<file path="config.mk">
export PLATFORM = sky130hd
export DESIGN_NAME = mmio_io_controller_flat
export DESIGN_NICKNAME = d
export VERILOG_FILES = /design/src/rtl/mmio_io_controller_if.sv /design/src/rtl/mmio_io_controller.sv /design/src/flat_wrapper.sv
export SDC_FILE = /design/constraint.sdc
export NUM_CORES = 1
export LEC_CHECK = 0
export BUFFER_PORTS_ARGS = -buffer_cell sky130_fd_sc_hd__buf_4
export CORE_UTILIZATION = 35
export DETAILED_ROUTE_END_ITERATION = 10
export GPL_TIMING_DRIVEN = 0
export MAX_ROUTING_LAYER = met4
export PLACE_DENSITY = 0.58
export SLEW_MARGIN = 30
export SYNTH_ARGS = -nofsm -noshare
export SYNTH_HDL_FRONTEND = slang
export SYNTH_SLANG_ARGS = --single-unit
</file>
<file path="constraint.sdc">
create_clock -name clk -period 9.7 [get_ports clk]
set_input_delay 0.97 -clock clk [delete_from_list [all_inputs] [get_ports clk]]
set_output_delay 0.97 -clock clk [all_outputs]
set_load 0.01 [all_outputs]
</file>
<file path="src/rtl/mmio_io_controller_if.sv">
// CPU-side load/store port of the memory-mapped I/O block.
// The CPU drives the address and strobes; the block answers with
// combinational read data and a hit flag for the region decoder.
interface mmio_if #(
    parameter int DBITS = 32
);
    logic [DBITS-1:0] addr;
    logic             wr_en;
    logic             rd_en;
    logic [DBITS-1:0] wdata;
    logic [DBITS-1:0] rdata;
    logic             sel;

    modport master (output addr, wr_en, rd_en, wdata, input rdata, sel);
    modport slave  (input addr, wr_en, rd_en, wdata, output rdata, sel);
endinterface

</file>
<file path="src/rtl/mmio_io_controller.sv">
// Memory-mapped I/O controller: synchronised keys and debounced switches
// with Ready/Overrun status, LED/HEX output registers, a tick-based timer
// and one registered interrupt line.
// Device index in the status vectors: 0 = keys, 1 = switches, 2 = timer.
module mmio_io_controller #(
    parameter int DBITS           = 32,
    parameter int KEY_BITS        = 4,
    parameter int SW_BITS         = 10,
    parameter int LEDR_BITS       = 10,
    parameter int LEDG_BITS       = 8,
    parameter int HEX_DIGITS      = 4,
    parameter int DEBOUNCE_CYCLES = 100000,
    parameter int TICK_CYCLES     = 50000,
    parameter logic [DBITS-1:0] ADDR_HEX   = 32'hF000_0000,
    parameter logic [DBITS-1:0] ADDR_LEDR  = 32'hF000_0004,
    parameter logic [DBITS-1:0] ADDR_LEDG  = 32'hF000_0008,
    parameter logic [DBITS-1:0] ADDR_KDATA = 32'hF000_0010,
    parameter logic [DBITS-1:0] ADDR_KCTRL = 32'hF000_0110,
    parameter logic [DBITS-1:0] ADDR_SDATA = 32'hF000_0014,
    parameter logic [DBITS-1:0] ADDR_SCTRL = 32'hF000_0114,
    parameter logic [DBITS-1:0] ADDR_TCNT  = 32'hF000_0020,
    parameter logic [DBITS-1:0] ADDR_TLIM  = 32'hF000_0024,
    parameter logic [DBITS-1:0] ADDR_TCTRL = 32'hF000_0120
) (
    input  logic                    clk,
    input  logic                    reset,
    mmio_if.slave                   bus,
    output logic                    irq,
    input  logic [KEY_BITS-1:0]     key_in,
    input  logic [SW_BITS-1:0]      sw_in,
    output logic [LEDR_BITS-1:0]    ledr,
    output logic [LEDG_BITS-1:0]    ledg,
    output logic [4*HEX_DIGITS-1:0] hex
);
    localparam int HEX_BITS = 4 * HEX_DIGITS;
    localparam int DB_W = (DEBOUNCE_CYCLES > 2) ? $clog2(DEBOUNCE_CYCLES) : 1;
    localparam int PS_W = (TICK_CYCLES > 2) ? $clog2(TICK_CYCLES) : 1;
    localparam logic [DB_W-1:0] DB_LAST = DB_W'(DEBOUNCE_CYCLES - 1);
    localparam logic [PS_W-1:0] PS_LAST = PS_W'(TICK_CYCLES - 1);

    logic hit_hex, hit_ledr, hit_ledg, hit_kdata, hit_kctrl;
    logic hit_sdata, hit_sctrl, hit_tcnt, hit_tlim, hit_tctrl;

    // Keys are inverted on the way in so the flops (and KDATA) reset to
    // "nothing pressed"; key_s2 is KDATA itself.
    logic [KEY_BITS-1:0] key_s1, key_s2, key_prev;
    logic [SW_BITS-1:0]  sw_s1, sw_s2, sw_last, sdata;
    logic [DB_W-1:0]     db_cnt;
    logic [PS_W-1:0]     presc;
    logic [DBITS-1:0]    tcnt, tlim;
    logic                key_evt, sw_evt, tmr_evt, tmr_wr, tick;

    logic [2:0] rdy, ovr, ie;
    logic [2:0] evt, ctrl_wr, data_rd, clr_rdy, clr_ovr;

    // Exact-match register decode
    always_comb begin
        hit_hex   = (bus.addr == ADDR_HEX);
        hit_ledr  = (bus.addr == ADDR_LEDR);
        hit_ledg  = (bus.addr == ADDR_LEDG);
        hit_kdata = (bus.addr == ADDR_KDATA);
        hit_kctrl = (bus.addr == ADDR_KCTRL);
        hit_sdata = (bus.addr == ADDR_SDATA);
        hit_sctrl = (bus.addr == ADDR_SCTRL);
        hit_tcnt  = (bus.addr == ADDR_TCNT);
        hit_tlim  = (bus.addr == ADDR_TLIM);
        hit_tctrl = (bus.addr == ADDR_TCTRL);
    end

    assign bus.sel = hit_hex | hit_ledr | hit_ledg | hit_kdata | hit_kctrl |
                     hit_sdata | hit_sctrl | hit_tcnt | hit_tlim | hit_tctrl;

    // Two-flop synchronisers and previous KDATA for change detection
    always_ff @(posedge clk or posedge reset) begin
        if (reset) begin
            key_s1   <= '0;
            key_s2   <= '0;
            key_prev <= '0;
            sw_s1    <= '0;
            sw_s2    <= '0;
        end else begin
            key_s1   <= ~key_in;
            key_s2   <= key_s1;
            key_prev <= key_s2;
            sw_s1    <= sw_in;
            sw_s2    <= sw_s1;
        end
    end

    assign key_evt = (key_s2 != key_prev);
    assign sw_evt  = (sw_s2 == sw_last) && (db_cnt == DB_LAST) && (sw_last != sdata);

    // Switch debounce: stable-cycle counter saturates at DB_LAST
    always_ff @(posedge clk or posedge reset) begin
        if (reset) begin
            sw_last <= '0;
            db_cnt  <= '0;
            sdata   <= '0;
        end else begin
            sw_last <= sw_s2;
            if (sw_s2 != sw_last)
                db_cnt <= '0;
            else if (db_cnt != DB_LAST)
                db_cnt <= db_cnt + DB_W'(1);
            if (sw_evt)
                sdata <= sw_last;
        end
    end

    // A timer write restarts the prescaler and overrides that cycle's tick.
    assign tmr_wr  = bus.wr_en & (hit_tcnt | hit_tlim);
    assign tick    = (presc == PS_LAST) & ~tmr_wr;
    assign tmr_evt = tick && (tlim != '0) && (tcnt == tlim - DBITS'(1));

    // Prescaler, tick counter and limit
    always_ff @(posedge clk or posedge reset) begin
        if (reset) begin
            presc <= '0;
            tcnt  <= '0;
            tlim  <= '0;
        end else begin
            if (tmr_wr || presc == PS_LAST)
                presc <= '0;
            else
                presc <= presc + PS_W'(1);

            if (bus.wr_en && hit_tcnt)
                tcnt <= bus.wdata;
            else if (tmr_evt)
                tcnt <= '0;
            else if (tick && tlim != '0)
                tcnt <= tcnt + DBITS'(1);

            if (bus.wr_en && hit_tlim)
                tlim <= bus.wdata;
        end
    end

    // Status clear sources; an event in the same cycle takes precedence.
    always_comb begin
        evt     = {tmr_evt, sw_evt, key_evt};
        ctrl_wr = {hit_tctrl, hit_sctrl, hit_kctrl} & {3{bus.wr_en}};
        data_rd = {1'b0, hit_sdata, hit_kdata} & {3{bus.rd_en}};
        clr_rdy = data_rd | (ctrl_wr & {3{~bus.wdata[0]}});
        clr_ovr = ctrl_wr & {3{~bus.wdata[2]}};
    end

    // Ready / Overrun / IE bits and the registered interrupt
    always_ff @(posedge clk or posedge reset) begin
        if (reset) begin
            rdy <= '0;
            ovr <= '0;
            ie  <= '0;
            irq <= 1'b0;
        end else begin
            rdy <= evt | (rdy & ~clr_rdy);
            ovr <= (evt & rdy & ~clr_rdy) | (ovr & ~clr_ovr);
            ie  <= (ctrl_wr & {3{bus.wdata[8]}}) | (ie & ~ctrl_wr);
            irq <= |(rdy & ie);
        end
    end

    // Output registers
    always_ff @(posedge clk or posedge reset) begin
        if (reset) begin
            hex  <= '0;
            ledr <= '0;
            ledg <= '0;
        end else if (bus.wr_en) begin
            if (hit_hex)  hex  <= bus.wdata[HEX_BITS-1:0];
            if (hit_ledr) ledr <= bus.wdata[LEDR_BITS-1:0];
            if (hit_ledg) ledg <= bus.wdata[LEDG_BITS-1:0];
        end
    end

    // Combinational read mux, zero-extended, 0 for unmapped addresses
    always_comb begin
        bus.rdata = '0;
        if (hit_hex)        bus.rdata[HEX_BITS-1:0]  = hex;
        else if (hit_ledr)  bus.rdata[LEDR_BITS-1:0] = ledr;
        else if (hit_ledg)  bus.rdata[LEDG_BITS-1:0] = ledg;
        else if (hit_kdata) bus.rdata[KEY_BITS-1:0]  = key_s2;
        else if (hit_sdata) bus.rdata[SW_BITS-1:0]   = sdata;
        else if (hit_tcnt)  bus.rdata                = tcnt;
        else if (hit_tlim)  bus.rdata                = tlim;
        else if (hit_kctrl) begin
            bus.rdata[0] = rdy[0];
            bus.rdata[2] = ovr[0];
            bus.rdata[8] = ie[0];
        end else if (hit_sctrl) begin
            bus.rdata[0] = rdy[1];
            bus.rdata[2] = ovr[1];
            bus.rdata[8] = ie[1];
        end else if (hit_tctrl) begin
            bus.rdata[0] = rdy[2];
            bus.rdata[2] = ovr[2];
            bus.rdata[8] = ie[2];
        end
    end
endmodule

</file>
<file path="src/flat_wrapper.sv">
// flat-port wrapper written by rule: the top's interface ports become plain ports
module mmio_io_controller_flat 
#(
    parameter int DBITS           = 32,
    parameter int KEY_BITS        = 4,
    parameter int SW_BITS         = 10,
    parameter int LEDR_BITS       = 10,
    parameter int LEDG_BITS       = 8,
    parameter int HEX_DIGITS      = 4,
    parameter int DEBOUNCE_CYCLES = 100000,
    parameter int TICK_CYCLES     = 50000,
    parameter logic [DBITS-1:0] ADDR_HEX   = 32'hF000_0000,
    parameter logic [DBITS-1:0] ADDR_LEDR  = 32'hF000_0004,
    parameter logic [DBITS-1:0] ADDR_LEDG  = 32'hF000_0008,
    parameter logic [DBITS-1:0] ADDR_KDATA = 32'hF000_0010,
    parameter logic [DBITS-1:0] ADDR_KCTRL = 32'hF000_0110,
    parameter logic [DBITS-1:0] ADDR_SDATA = 32'hF000_0014,
    parameter logic [DBITS-1:0] ADDR_SCTRL = 32'hF000_0114,
    parameter logic [DBITS-1:0] ADDR_TCNT  = 32'hF000_0020,
    parameter logic [DBITS-1:0] ADDR_TLIM  = 32'hF000_0024,
    parameter logic [DBITS-1:0] ADDR_TCTRL = 32'hF000_0120
)
  (clk, reset, irq, key_in, sw_in, ledr, ledg, hex, bus_addr, bus_wr_en, bus_rd_en, bus_wdata, bus_rdata, bus_sel);
  mmio_if #(.DBITS(DBITS)) bus_i ();
  input  logic clk;
  input  logic reset;
  output logic irq;
  input  logic [KEY_BITS-1:0] key_in;
  input  logic [SW_BITS-1:0] sw_in;
  output logic [LEDR_BITS-1:0] ledr;
  output logic [LEDG_BITS-1:0] ledg;
  output logic [4*HEX_DIGITS-1:0] hex;
  input wire logic [$bits(bus_i.addr)-1:0] bus_addr;
  input wire logic [$bits(bus_i.wr_en)-1:0] bus_wr_en;
  input wire logic [$bits(bus_i.rd_en)-1:0] bus_rd_en;
  input wire logic [$bits(bus_i.wdata)-1:0] bus_wdata;
  output wire logic [$bits(bus_i.rdata)-1:0] bus_rdata;
  output wire logic [$bits(bus_i.sel)-1:0] bus_sel;
  assign bus_i.addr = bus_addr;
  assign bus_i.wr_en = bus_wr_en;
  assign bus_i.rd_en = bus_rd_en;
  assign bus_i.wdata = bus_wdata;
  assign bus_rdata = bus_i.rdata;
  assign bus_sel = bus_i.sel;
  mmio_io_controller #(.DBITS(DBITS), .KEY_BITS(KEY_BITS), .SW_BITS(SW_BITS), .LEDR_BITS(LEDR_BITS), .LEDG_BITS(LEDG_BITS), .HEX_DIGITS(HEX_DIGITS), .DEBOUNCE_CYCLES(DEBOUNCE_CYCLES), .TICK_CYCLES(TICK_CYCLES), .ADDR_HEX(ADDR_HEX), .ADDR_LEDR(ADDR_LEDR), .ADDR_LEDG(ADDR_LEDG), .ADDR_KDATA(ADDR_KDATA), .ADDR_KCTRL(ADDR_KCTRL), .ADDR_SDATA(ADDR_SDATA), .ADDR_SCTRL(ADDR_SCTRL), .ADDR_TCNT(ADDR_TCNT), .ADDR_TLIM(ADDR_TLIM), .ADDR_TCTRL(ADDR_TCTRL)) u_core (.clk(clk), .reset(reset), .bus(bus_i), .irq(irq), .key_in(key_in), .sw_in(sw_in), .ledr(ledr), .ledg(ledg), .hex(hex));
endmodule
</file>
After elaboration in Yosys (flattened, before gate mapping). Index checks and enable logic that the tools add are counted.

Latch bits: 0. Register bits: 193. Logic and storage cells: 129. ROM bits: 0. Output and inout bits: 68. Memories: 0. Memory bits (writable): 0.

Multiply operators: 0. Reduce and logical (&&, ||, !) cells: 14. Div/mod/pow operators: 0. Shift-type cells: 0. $add $sub $neg: 4. Equal/unequal tests: 18. Mux-type cells: 41. Magnitude comparators: 0. Bitwise logic cells: 34.

Operators by type and width (number): $eq A32 B32 Y1 const B (10); $mux W32 (9); $mux W10 (6); $mux W16 (3); $mux W22 (2); $mux W17 (2); $add A32 B1 Y32 const B (1); $eq A32 B32 Y1 (1); $reduce_bool A32 Y1 (1); $sub A32 B1 Y32 const B (1); $and A3 B3 Y3 (10); $mux W28 (1); $mux W24 (1); $mux W23 (1); $ne A10 B10 Y1 (2); $add A17 B1 Y17 const B (1); $eq A17 B17 Y1 const B (1); $ne A17 B17 Y1 const B (1); $add A16 B1 Y16 const B (1); $eq A16 B16 Y1 const B (1); $mux W1 (13); $or A3 B3 Y3 (4); $eq A10 B10 Y1 (1); $or A1 B1 Y1 (10); 15 further kinds (27).

Longest topological paths before layout. Gate-level depths: netlist of the first run.

Depth in word-level cells: 20. Gate-level depth with buffers: 14. Gate-level depth less buffers: 11.

Least setup slack after synthesis of the first run. No wires, ideal clock.

Kind: input to output. Start point: in bus_addr[7]. End point: out bus_rdata[25]. Stages: 9. Arrival: 3527 ps. Slack: 5203 ps. Path buffers: 3. Cell sequence: or4_1 > or4_1 > clkbuf_1 > or3_1 > nor2_1 > clkbuf_1 > buf_1 > nand2_1 > a21oi_1.

Word-level cells in the longest chain between the ends: 13. Elaborated cells on any way between the ends: 19.

Ends and longest elaborated chain: from (decl) (line flat_wrapper.sv:33) `input wire logic [$bits(bus_i.addr)-1:0] bus_addr;`; $eq A32 B32 Y1 (line mmio_io_controller.sv:66) `hit_tlim = (bus.addr == ADDR_TLIM);`; $mux W23 (line mmio_io_controller.sv:185) `else if (hit_tlim) bus.rdata = tlim;`; $mux W32 (line mmio_io_controller.sv:184) `else if (hit_tcnt) bus.rdata = tcnt;`; $mux W32 (line mmio_io_controller.sv:183) `else if (hit_sdata) bus.rdata[SW_BITS-1:0] = sdata;`; $mux W32 (line mmio_io_controller.sv:182) `else if (hit_kdata) bus.rdata[KEY_BITS-1:0] = key_s2;`; $mux W32 (line mmio_io_controller.sv:181) `else if (hit_ledg) bus.rdata[LEDG_BITS-1:0] = ledg;`; $mux W32 (line mmio_io_controller.sv:180) `else if (hit_ledr) bus.rdata[LEDR_BITS-1:0] = ledr;`; $mux W32 (line mmio_io_controller.sv:179) `if (hit_hex) bus.rdata[HEX_BITS-1:0] = hex;`; $mux W22 (line mmio_io_controller.sv:183); $mux W28 (line mmio_io_controller.sv:182); $mux W24 (line mmio_io_controller.sv:181); $mux W22 (line mmio_io_controller.sv:180); $mux W16 * (line mmio_io_controller.sv:179); to (decl) (line flat_wrapper.sv:37) `output wire logic [$bits(bus_i.rdata)-1:0] bus_rdata;`.

Mark *: on every way between the ends. The rest lies on a longest branch, timed or not. The select of a mux whose other input is x is not followed.

Worst setup path after layout of the first run.
Start point: in bus_addr[7]. End point: out bus_rdata[4].

Word-level cells in the longest chain between the ends: 17. Elaborated cells on any way between the ends: 23.

Ends and longest elaborated chain (line): $eq A32 B32 Y1 (mmio_io_controller.sv:66); $mux W5 (mmio_io_controller.sv:185); $mux W32 (mmio_io_controller.sv:184); $mux W32 (mmio_io_controller.sv:183); $mux W32 (mmio_io_controller.sv:182); $mux W32 (mmio_io_controller.sv:181); $mux W32 (mmio_io_controller.sv:180); $mux W32 (mmio_io_controller.sv:179); $mux W10 (mmio_io_controller.sv:183); $mux W10 (mmio_io_controller.sv:182); $mux W10 (mmio_io_controller.sv:181); $mux W10 (mmio_io_controller.sv:180); $mux W10 (mmio_io_controller.sv:179); $mux W28 (mmio_io_controller.sv:182); $mux W8 (mmio_io_controller.sv:181); $mux W10 (mmio_io_controller.sv:180); $mux W16 * (mmio_io_controller.sv:179).

Marked as above.

==> flow_summary.toml, run 1 <==
[run_status]
status = "finished clean"

[sta]
slew_headroom_pct = 34.3
hold_slack_ps = 352
finalSetupViolCount = 0
worstMarginPinSlew_ps = 983
fin_setup_tns_ps = 0
hold_viol_final = 0
period_needed_ps = 5580
timing.fmax_mhz = 179
timing.final.ws_setup_ps = 4120
rsz0062_at_grt = "no"
drv_slew = 0
finalClockSkew_ps = 18.1
post-route-period-util_pct = 57.5

[logic_synthesis]
ys_types = 65
synth_area_sq_mm = 0.0106
synth_edf_count = 0
avgSynthCellArea_sq_um = 9.66
syn_nets = 1183
yosys_warnings = 0
async_flop_share_pct = 100
netlist_top_cells_area = "dfrtp_1 46%, mux2_2 8.8%, nand2_1 4.3%, xor2_1 3.8%, xnor2_1 3.4%"
synth_seq_cells = 193
synth_top_area_share_pct = 45.6
yosysTopAreaCell = "dfrtp_1"
syn_inst = 1096
seq_area_frac_synth_pct = 45.6
synth_flop_cell = "dfrtp_1"

[clock_network]
cts_tree = "yes"
cts_made_buffers = 17
cts_max_level = 4
cts_buffer_depth = 2
post_cts_resized = 0
cts_sinks = 193
cts_root_buf = "clkbuf_16"
clk_pin_slew_ps = 80
hold_buffers = 0
clk_latency_ps = 450
post_cts_buffers = 0

[critical_path]
cp_max_fo = 10
reg2reg_depth = 11
endpoint_kind = "output port"
r2r_setup_slack_ps = 5170
r2r_start = "u_core.tlim[4]"
path_cells = "buf_4, or4_1, or4_1, clkbuf_1, or3_1, nor3_1, clkbuf_1, a222oi_1, nand2_1, buf_4"
cpPeakStageDelay_ps = 640
start_kind = "input port"
worst_ep_required_time_ps = 8730
crit_end = "bus_rdata[4]"
r2r_end = "u_core.tcnt[26]"
cp.arrival_ps = 4610
worstSetupPathType = "in -> out"
slowest_stage = "nor3_1"
crit_start = "bus_addr[7]"

[floorplanning]
die_x_um = 176
io_pins = 150
die_area_sq_mm = 0.0309
start_util_pct = 35.6
rows = 63
core-area_sq_mm = 0.0297
fp.dieH_um = 176

[finish]
insertedDiodeCount = 0
stdcell_count = 1669
fin_nets = 1353
mostFrequentLayoutCell = "dfrtp_1"
final_cell_mix = "193 x dfrtp_1, 150 x buf_4, 121 x nand2_1, 83 x mux2_2, 81 x nor2_1"
syn2layout_area_growth_pct = 22.2
drive_above_1_share_pct = 23.0

[placed_design]
dp_cells = 1637
dp_hpwl_um = 24100
gp_congestion = 0.947
dp_slack_ps = 4120
portBuffers = 148

[route]
vias = 9213
drtAntennaViolNets = 0
first_iter_violations = 762
drc = 0
wire_per_inst_um = 19.5
routed_via_density = 5.52
routed_wl_um = 32500
drt_first_pass_iters = 6

[pwr]
total_power_w = 0.00167
ir_worst_vdd_mv = 0.116
p_per_area_mw_per_mm2 = 129
power.leakage_nw = 5.95

[global_route]
grt-ovfl-total = 0
grt_max_degree = 95
grt_util_all_layers_pct = 22.2
antenna_found_initial = 0
grt_pass1_wl_um = 51200
first_global_vias = 8893

[min_path]
worst_hold_path_type = "reg -> reg"

[job]
cap_violations = 0
==> state kept, by name (all words and copies together) (netlist names), 8 cells and up, named ones only <==
name and flops:
u_core.tcnt 32, u_core.tlim 32, u_core.db_cnt 17, u_core.hex 16
u_core.presc 16, u_core.ledr 10, u_core.sdata 10, u_core.sw_last 10
u_core.sw_s1 10, u_core.sw_s2 10, u_core.ledg 8
==> logic make-up (layout without fill, tap and decap cells) <==
logic type	Yosys count	count (layout)	share of synthesized area, %
fa+ha+maj	5	5	0.591
simple gates	441	441	21.1
mux	85	85	9.02
xor+xnor	87	87	7.20
flops	193	193	45.6
compound gates	186	186	12.6
buf+inv	99	282	3.89
==> worst max-delay path, delay by kind of cell <==
family,cells,cell delay [ps]
and+or+nand+nor,5,2410
buffers and inverters,4,1030
AOI/OAI and AO/OA,1,190
==> worst min-delay path by stage <==
stage	startpoint	to	slack [ps]	cells after the start
after floorplan	u_core.key_s1[0]	u_core.key_s2[0]	330	0
after global placement	u_core.sw_s1[1]	u_core.sw_s2[1]	330	0
after detailed placement	u_core.sw_s1[4]	u_core.sw_s2[4]	340	0
after CTS	u_core.sw_s1[9]	u_core.sw_s2[9]	350	0
after global routing	u_core.sw_s1[9]	u_core.sw_s2[9]	360	0
final	u_core.sw_s1[9]	u_core.sw_s2[9]	350	0
==> layer usage <==
metal | vias to the layer above | track usage, % | wire length (um)
met5 | - | - | 0
met2 | 318 | 34.1 | 15100
met1 | 4518 | 30.0 | 14700
met4 | 0 | 6.63 | 748
met3 | 43 | 3.57 | 1950
li1 | 4334 | - | -
==> report_power, final <==
group	switching, W	internal [W]	total (W)
registers	0.00000586	0.000813	0.000819
clock network	0.000410	0.000373	0.000783
logic	0.0000346	0.0000294	0.0000640
==> synthesized netlist by cell type, types with 27 or more instances <==
library cell / instances
clkbuf_1: 51
dfrtp_1: 193
inv_1: 33
mux2_2: 83
nand2_1: 121
nand3_1: 50
nand4_1: 33
nor2_1: 81
nor3_1: 32
nor4_1: 27
o21ai_0: 33
xnor2_1: 41
xor2_1: 46
==> per-stage QoR <==
step | area [sq um] | util, %
5_1_grt | 12900 | 43.5
3_3_place_gp | 12200 | 41.0
2_1_floorplan | 10600 | -
4_1_cts | 12900 | 43.5
6_report | 12900 | 43.5
3_5_place_dp | 12300 | 41.3
==> cell type report <==
type                    count  area [sq um]
flip-flops and latches    193          4830
fillers                  2851         16800
inverters                  33           131
plain buffers              66           288
well taps                 390           488
clock buffers              17           425
multi-input cells         804          5370
repair buffers            151          1170
clock inverters            15           231
Power figures use the tool's default switching activity.
==> inputs of run 2 (changes only) <==
--- a/config.mk
+++ b/config.mk
@@ -5,6 +5,7 @@
 export SDC_FILE = /design/constraint.sdc
 export NUM_CORES = 1
 export LEC_CHECK = 0
+export ABC_AREA = 1
 export BUFFER_PORTS_ARGS = -buffer_cell sky130_fd_sc_hd__buf_4
 export CORE_UTILIZATION = 35
 export DETAILED_ROUTE_END_ITERATION = 10
==> constraint.sdc (replaced) <==
create_clock -name clk -period 5.5 [get_ports clk]
set_input_delay 0.55 -clock clk [delete_from_list [all_inputs] [get_ports clk]]
set_output_delay 0.55 -clock clk [all_outputs]
set_load 0.01 [all_outputs]
==> run 2 against run 1 <==
Critical path type unchanged. Total power up 76%. Clock skew down 5.9 ps. Flip-flop and latch count stayed put. Non-clock buffer count decreased by 13. Final cell count up 31%. Worst hold slack got worse by 180 ps. Global-route usage rose by 2.6 points. Sequential power is 76% higher. Synthesized area up 8.5%. Combinational power up 100%. Largest cell class unchanged. Highest routed layer unchanged. Cell area increased by 7.7%. Critical path depth rose by 5.
==> flow_summary.toml, run 2 <==
[clock_network]
clk_pin_slew_ps = 80
cts_buffer_depth = 2
cts_root_buf = "clkbuf_16"
cts_tree = "yes"
post_cts_resized = 0
hold_buffers = 0
post_cts_buffers = 0
cts_made_buffers = 17
cts_sinks = 193
cts_max_level = 4
clk_latency_ps = 450

[logic_synthesis]
synth_top_family_by_area = "simple AND/OR/NAND/NOR gates"
synth.most_common_cell = "nand2_1"
synth_top_area_share_pct = 42.0
netlist_top_cells_area = "dfrtp_1 42%, nand2_1 13%, inv_1 6.5%, nor2_1 6.5%, o21ai_0 5.0%"
synth_area_sq_mm = 0.0115
avgSynthCellArea_sq_um = 7.38
synth_xor_area_share_pct = 6.47
async_flop_share_pct = 100
yosysTopAreaCell = "dfrtp_1"
synthMuxAreaShare_pct = 1.37
seq_area_frac_synth_pct = 42.0
yosys_warnings = 0
synth_edf_count = 0
synthAdderAreaFrac_pct = 0.545
synth_simple_gate_area_share_pct = 30.1
synth_compound_area_share_pct = 10.9
synth_flop_cell = "dfrtp_1"
synth_seq_cells = 193
yosys-top-cells-count = "389 x nand2_1, 198 x inv_1, 198 x nor2_1, 193 x dfrtp_1, 114 x o21ai_0"
syn_nets = 1643
syn_inst = 1556
ys_types = 50

[finish]
insertedDiodeCount = 0
final_cell_mix = "389 x nand2_1, 198 x nor2_1, 197 x inv_1, 193 x dfrtp_1, 150 x buf_4"
multi_input_area_sq_mm = 0.00567
mostFrequentLayoutCell = "nand2_1"
syn2layout_area_growth_pct = 21.3
stdcell_count = 2179
reg_top3 = "u_core.tcnt: 32 flops, u_core.tlim: 32 flops, u_core.db_cnt: 17 flops"
fin_nets = 1818
drive_above_1_share_pct = 14.9
regArea_sq_mm = 0.00483
fillers = 3289

[critical_path]
slowest_stage = "nand4_1"
worstSetupPathType = "in -> out"
start_kind = "input port"
cpPeakStageDelay_ps = 530
endpoint_kind = "output port"
cp_max_fo = 9
critical_path_buf_inv_count = 4
path_cells = "buf_4, nor2_1, nand2_1, nor2_4, nand2_1, inv_1, nand4_1, nand2_2, inv_2, nand2_1, nor2_1, o21ai_1, o211ai_1, a21oi_1, buf_4"
worst_ep_required_time_ps = 4950
critical_path.top_delay_family = "simple AND/OR/NAND/NOR gates"
cp.arrival_ps = 3260
timing.critical_path.mode_cell = "nand2_1"

[run_status]
status = "finished clean"

[pwr]
power.leakage_nw = 7.22
ir_worst_vdd_mv = 0.166
p_per_area_mw_per_mm2 = 211

[sta]
drv_slew = 0
finalSetupViolCount = 0
fin_setup_tns_ps = 0
timing.fmax_mhz = 263
rsz0062_at_grt = "no"
hold_slack_ps = 171
period_needed_ps = 3810
finalClockSkew_ps = 12.1
slew_headroom_pct = 45.0
post-route-period-util_pct = 69.3
hold_viol_final = 0
timing.final.ws_setup_ps = 1690
worstMarginPinSlew_ps = 825

[global_route]
grt_pass1_wl_um = 61100
antenna_found_initial = 0
grt_util_all_layers_pct = 24.8
first_global_vias = 10700
grt-ovfl-total = 0
grt_max_degree = 31

[floorplanning]
die_x_um = 183
die_area_sq_mm = 0.0335
start_util_pct = 36.0
io_pins = 150
fp.dieH_um = 183
core-area_sq_mm = 0.0319
rows = 65

[route]
first_iter_violations = 1015
routed_wl_um = 39400
drt_first_pass_iters = 6
drc = 0
drtAntennaViolNets = 0
vias = 11100
routed_via_density = 5.07
wire_per_inst_um = 18.1

[placed_design]
dp_hpwl_um = 31000
dp_slack_ps = 1730
portBuffers = 149
dp_cells = 2147
gp_congestion = 0.952

[job]
cap_violations = 0

[min_path]
worst_hold_path_type = "in -> async"
-- run 2: report_power, final --
group	switching (W)	internal, W	total, W	leakage (nW)
logic	0.0000715	0.0000590	0.000131	4.41
registers	0.0000103	0.00143	0.00144	2.50
clock network	0.000646	0.000712	0.00136	0.309
-- run 2: path summary, 6_finish.rpt --
path                                         end  slack [ps]  cells past startpoint        startpoint
worst max-delay path                bus_rdata[8]        1690                     15      bus_addr[15]
worst min-delay path             u_core.sw_s1[0]         170                      2             reset
worst max register to register    u_core.tcnt[0]        2620                     14   u_core.tlim[12]
worst min register to register  u_core.key_s2[2]         350                      0  u_core.key_s1[2]
max in group asynchronous        u_core.tlim[22]        4370                      5             reset
min in group clk                 u_core.sw_s1[1]         200                      1          sw_in[1]
-- run 2: layout make-up --
cell class,count,share of cell area (%)
multi-input combinational,1113,40.7
inverter,202,5.47
sequential,193,34.7
clock buffer,19,3.18
clock inverter,13,1.36
timing repair buffer,156,9.09
buffer,48,1.61
tap,435,3.91
-- run 2: stage by stage --
stage | instance area, sq um | power, W | util, %
floorplan | 11500 | 0.00152 | -
global placement | 13200 | 0.00159 | 41.3
detailed placement | 13300 | 0.00160 | 41.7
CTS | 13900 | 0.00295 | 43.7
global route | 13900 | 0.00303 | 43.7
finish | 13900 | 0.00293 | 43.7
-- run 2: cells by family after synthesis --
kind of cell | after synthesis
and+or+nand+nor | 790
AOI/OAI and AO/OA | 220
buffers and inverters | 250
muxes | 14
adders and majority gates | 5
xor gates and xnor gates | 84
DFF | 193
-- run 2: metal layers --
layer | vias up | wire (um) | global-route usage [%]
li1 | 5373 | - | -
met1 | 5303 | 18400 | 33.5
met2 | 330 | 18000 | 38.6
met3 | 48 | 2110 | 3.47
met4 | 0 | 852 | 7.23
met5 | - | 0 | -
==> inputs of run 3 (changes only) <==
--- a/config.mk
+++ b/config.mk
@@ -11,7 +11,7 @@
 export DETAILED_ROUTE_END_ITERATION = 10
 export GPL_TIMING_DRIVEN = 0
 export MAX_ROUTING_LAYER = met4
-export PLACE_DENSITY = 0.58
+export PLACE_DENSITY = 0.6
 export SLEW_MARGIN = 30
 export SYNTH_ARGS = -nofsm -noshare
 export SYNTH_HDL_FRONTEND = slang
==> constraint.sdc (replaced) <==
create_clock -name clk -period 3.3 [get_ports clk]
set_input_delay 0.33 -clock clk [delete_from_list [all_inputs] [get_ports clk]]
set_output_delay 0.33 -clock clk [all_outputs]
set_load 0.01 [all_outputs]
==> run 3 against run 2 <==
Count of clock-buffer cells in the layout is 1 lower. Critical endpoint is now bus_rdata[12]. Critical path type unchanged. Non-clock buffer count is 15 higher. Total power is 63% higher. First-iteration DRC count is 1.2% lower. Highest routed layer unchanged. Die area stayed put. Final cell count is 0.69% higher. Register-to-register slack worse by 2200 ps.
==> flow_summary.toml, run 3 (synthesis gave the netlist of run 2 again) <==
[sta]
fin_setup_tns_ps = 0
finalSetupViolCount = 0
finalClockSkew_ps = 15.1
worstMarginPinSlew_ps = 710
period_needed_ps = 3130
post-route-period-util_pct = 95.0
drv_slew = 0
slew_headroom_pct = 52.7
rsz0062_at_grt = "no"
timing.fmax_mhz = 319
hold_viol_final = 0

[global_route]
grt_max_degree = 29
grt_util_all_layers_pct = 25.2
grt-ovfl-total = 0
grt_pass1_wl_um = 62200
first_global_vias = 10900
antenna_found_initial = 0

[critical_path]
reg2reg_depth = 13
r2r_start = "u_core.tlim[11]"
start_kind = "input port"
r2r_setup_slack_ps = 390
endpoint_kind = "output port"
worst_ep_required_time_ps = 2970
worstSetupPathType = "in -> out"
r2r_end = "u_core.tcnt[1]"
crit_start = "bus_addr[1]"
cp_max_fo = 10
cp.arrival_ps = 2800

[pwr]
p_per_area_mw_per_mm2 = 339
ir_worst_vdd_mv = 0.311
power.leakage_nw = 7.28
total_power_w = 0.00477

[clock_network]
clk_pin_slew_ps = 80
cts_tree = "yes"
cts_root_buf = "clkbuf_16"
clk_latency_ps = 460
cts_sinks = 193
cts_max_level = 4
cts_made_buffers = 17
cts_buffer_depth = 2

[route]
first_iter_violations = 1003
wire_per_inst_um = 18.1
drt_first_pass_iters = 6
drc = 0
drtAntennaViolNets = 0
routed_via_density = 5.12
vias = 11200
routed_wl_um = 39700

[finish]
fin_nets = 1833
design_area_sq_mm = 0.0141
stdcell_count = 2194
fillers = 3325
mostFrequentLayoutCell = "nand2_1"
insertedDiodeCount = 0
drive_above_1_share_pct = 15.2
postLayoutCoreUtil_pct = 44.2
reg_top3 = "u_core.tcnt: 32 flops, u_core.tlim: 32 flops, u_core.db_cnt: 17 flops"
syn2layout_area_growth_pct = 22.6
final_cell_mix = "389 x nand2_1, 198 x nor2_1, 197 x inv_1, 193 x dfrtp_1, 152 x buf_4"

[placed_design]
dp_hpwl_um = 31300
post_dp_cell_area_sq_mm = 0.0133
portBuffers = 149
dp_cells = 2148
gp_congestion = 0.962

[run_status]
status = "finished clean"

[min_path]
worstHoldStart = "key_in[1]"
hold_path_depth = 2
worst_hold_path_type = "in -> reg"
whs_endpoint = "u_core.key_s1[1]"

[floorplanning]
core-area_sq_mm = 0.0319
io_pins = 150
start_util_pct = 36.0
die_area_sq_mm = 0.0335
die_x_um = 183
fp.dieH_um = 183
rows = 65

[job]
cap_violations = 0
run 3: cell types whose count changed in the layout (fill, tap and decap cells not counted), sizes merged:
cell         delta
dlygate4sd3    +12
buf             +3
bufinv          -2
clkinv          +2
clkbuf          -1
clkinvlp        +1
run 3: cell type report:
type / count / area, sq um / area share, %
buffer: 48 / 226 / 1.61
clock buffer: 18 / 439 / 3.12
clock inverter: 14 / 160 / 1.14
inverter: 202 / 762 / 5.41
multi-input combinational: 1113 / 5680 / 40.3
sequential: 193 / 4830 / 34.3
tap: 435 / 544 / 3.86
timing repair buffer: 171 / 1440 / 10.3
run 3: stage by stage:
step                hold slack [ps]  setup slack (ps)
floorplan                       331               480
global route                   4.60              56.2
finish                         14.7               165
detailed placement              335             -92.7
global placement                334              -823
CTS                            2.10               119
run 3: how the worst max path moves through the flow:
stage                 endpoint  slack [ps]  depth (start not counted)
4_1_cts          bus_rdata[12]         120                         11
3_3_place_gp   u_core.tlim[18]        -820                          2
6_report         bus_rdata[12]         170                         11
5_1_grt          bus_rdata[12]          60                         11
2_1_floorplan        async pin         480                          1
3_5_place_dp      bus_rdata[8]         -90                         15
run 3: worst max-delay path, stage by stage:
cell and delay (ps):
buf_4 110, nor2_1 150, inv_1 90, nor3_2 300, nand2_1 130, nor2_1 150
nand2_1 220, clkbuf_1 390, clkbuf_2 370, o221ai_1 360, buf_4 200
run 3: per-layer routing:
layer | up-vias | GRT usage (%) | part of all wire [%]
met3 | 64 | 3.40 | 5.2
li1 | 5401 | - | -
met4 | 0 | 9.67 | 2.9
met1 | 5387 | 34.4 | 47
met2 | 372 | 38.0 | 45
met5 | - | - | 0
run 3: where the power goes:
part | switching [W] | total (W) | internal [W]
sequential | 0.0000171 | 0.00241 | 0.00239
clock | 0.00109 | 0.00213 | 0.00104
combinational | 0.000124 | 0.000236 | 0.000113
total | 0.00123 | 0.00477 | 0.00354
run 3: repair_timing:
item / 4_1_cts / 5_1_grt
endpoints found under the hold margin: 27 / 1
cloned: 0 / 0
endpoints found under the setup margin: 6 / 5
buffers inserted: 2 / 0
resized for setup: 1 / 4
hold buffers: 11 / 1
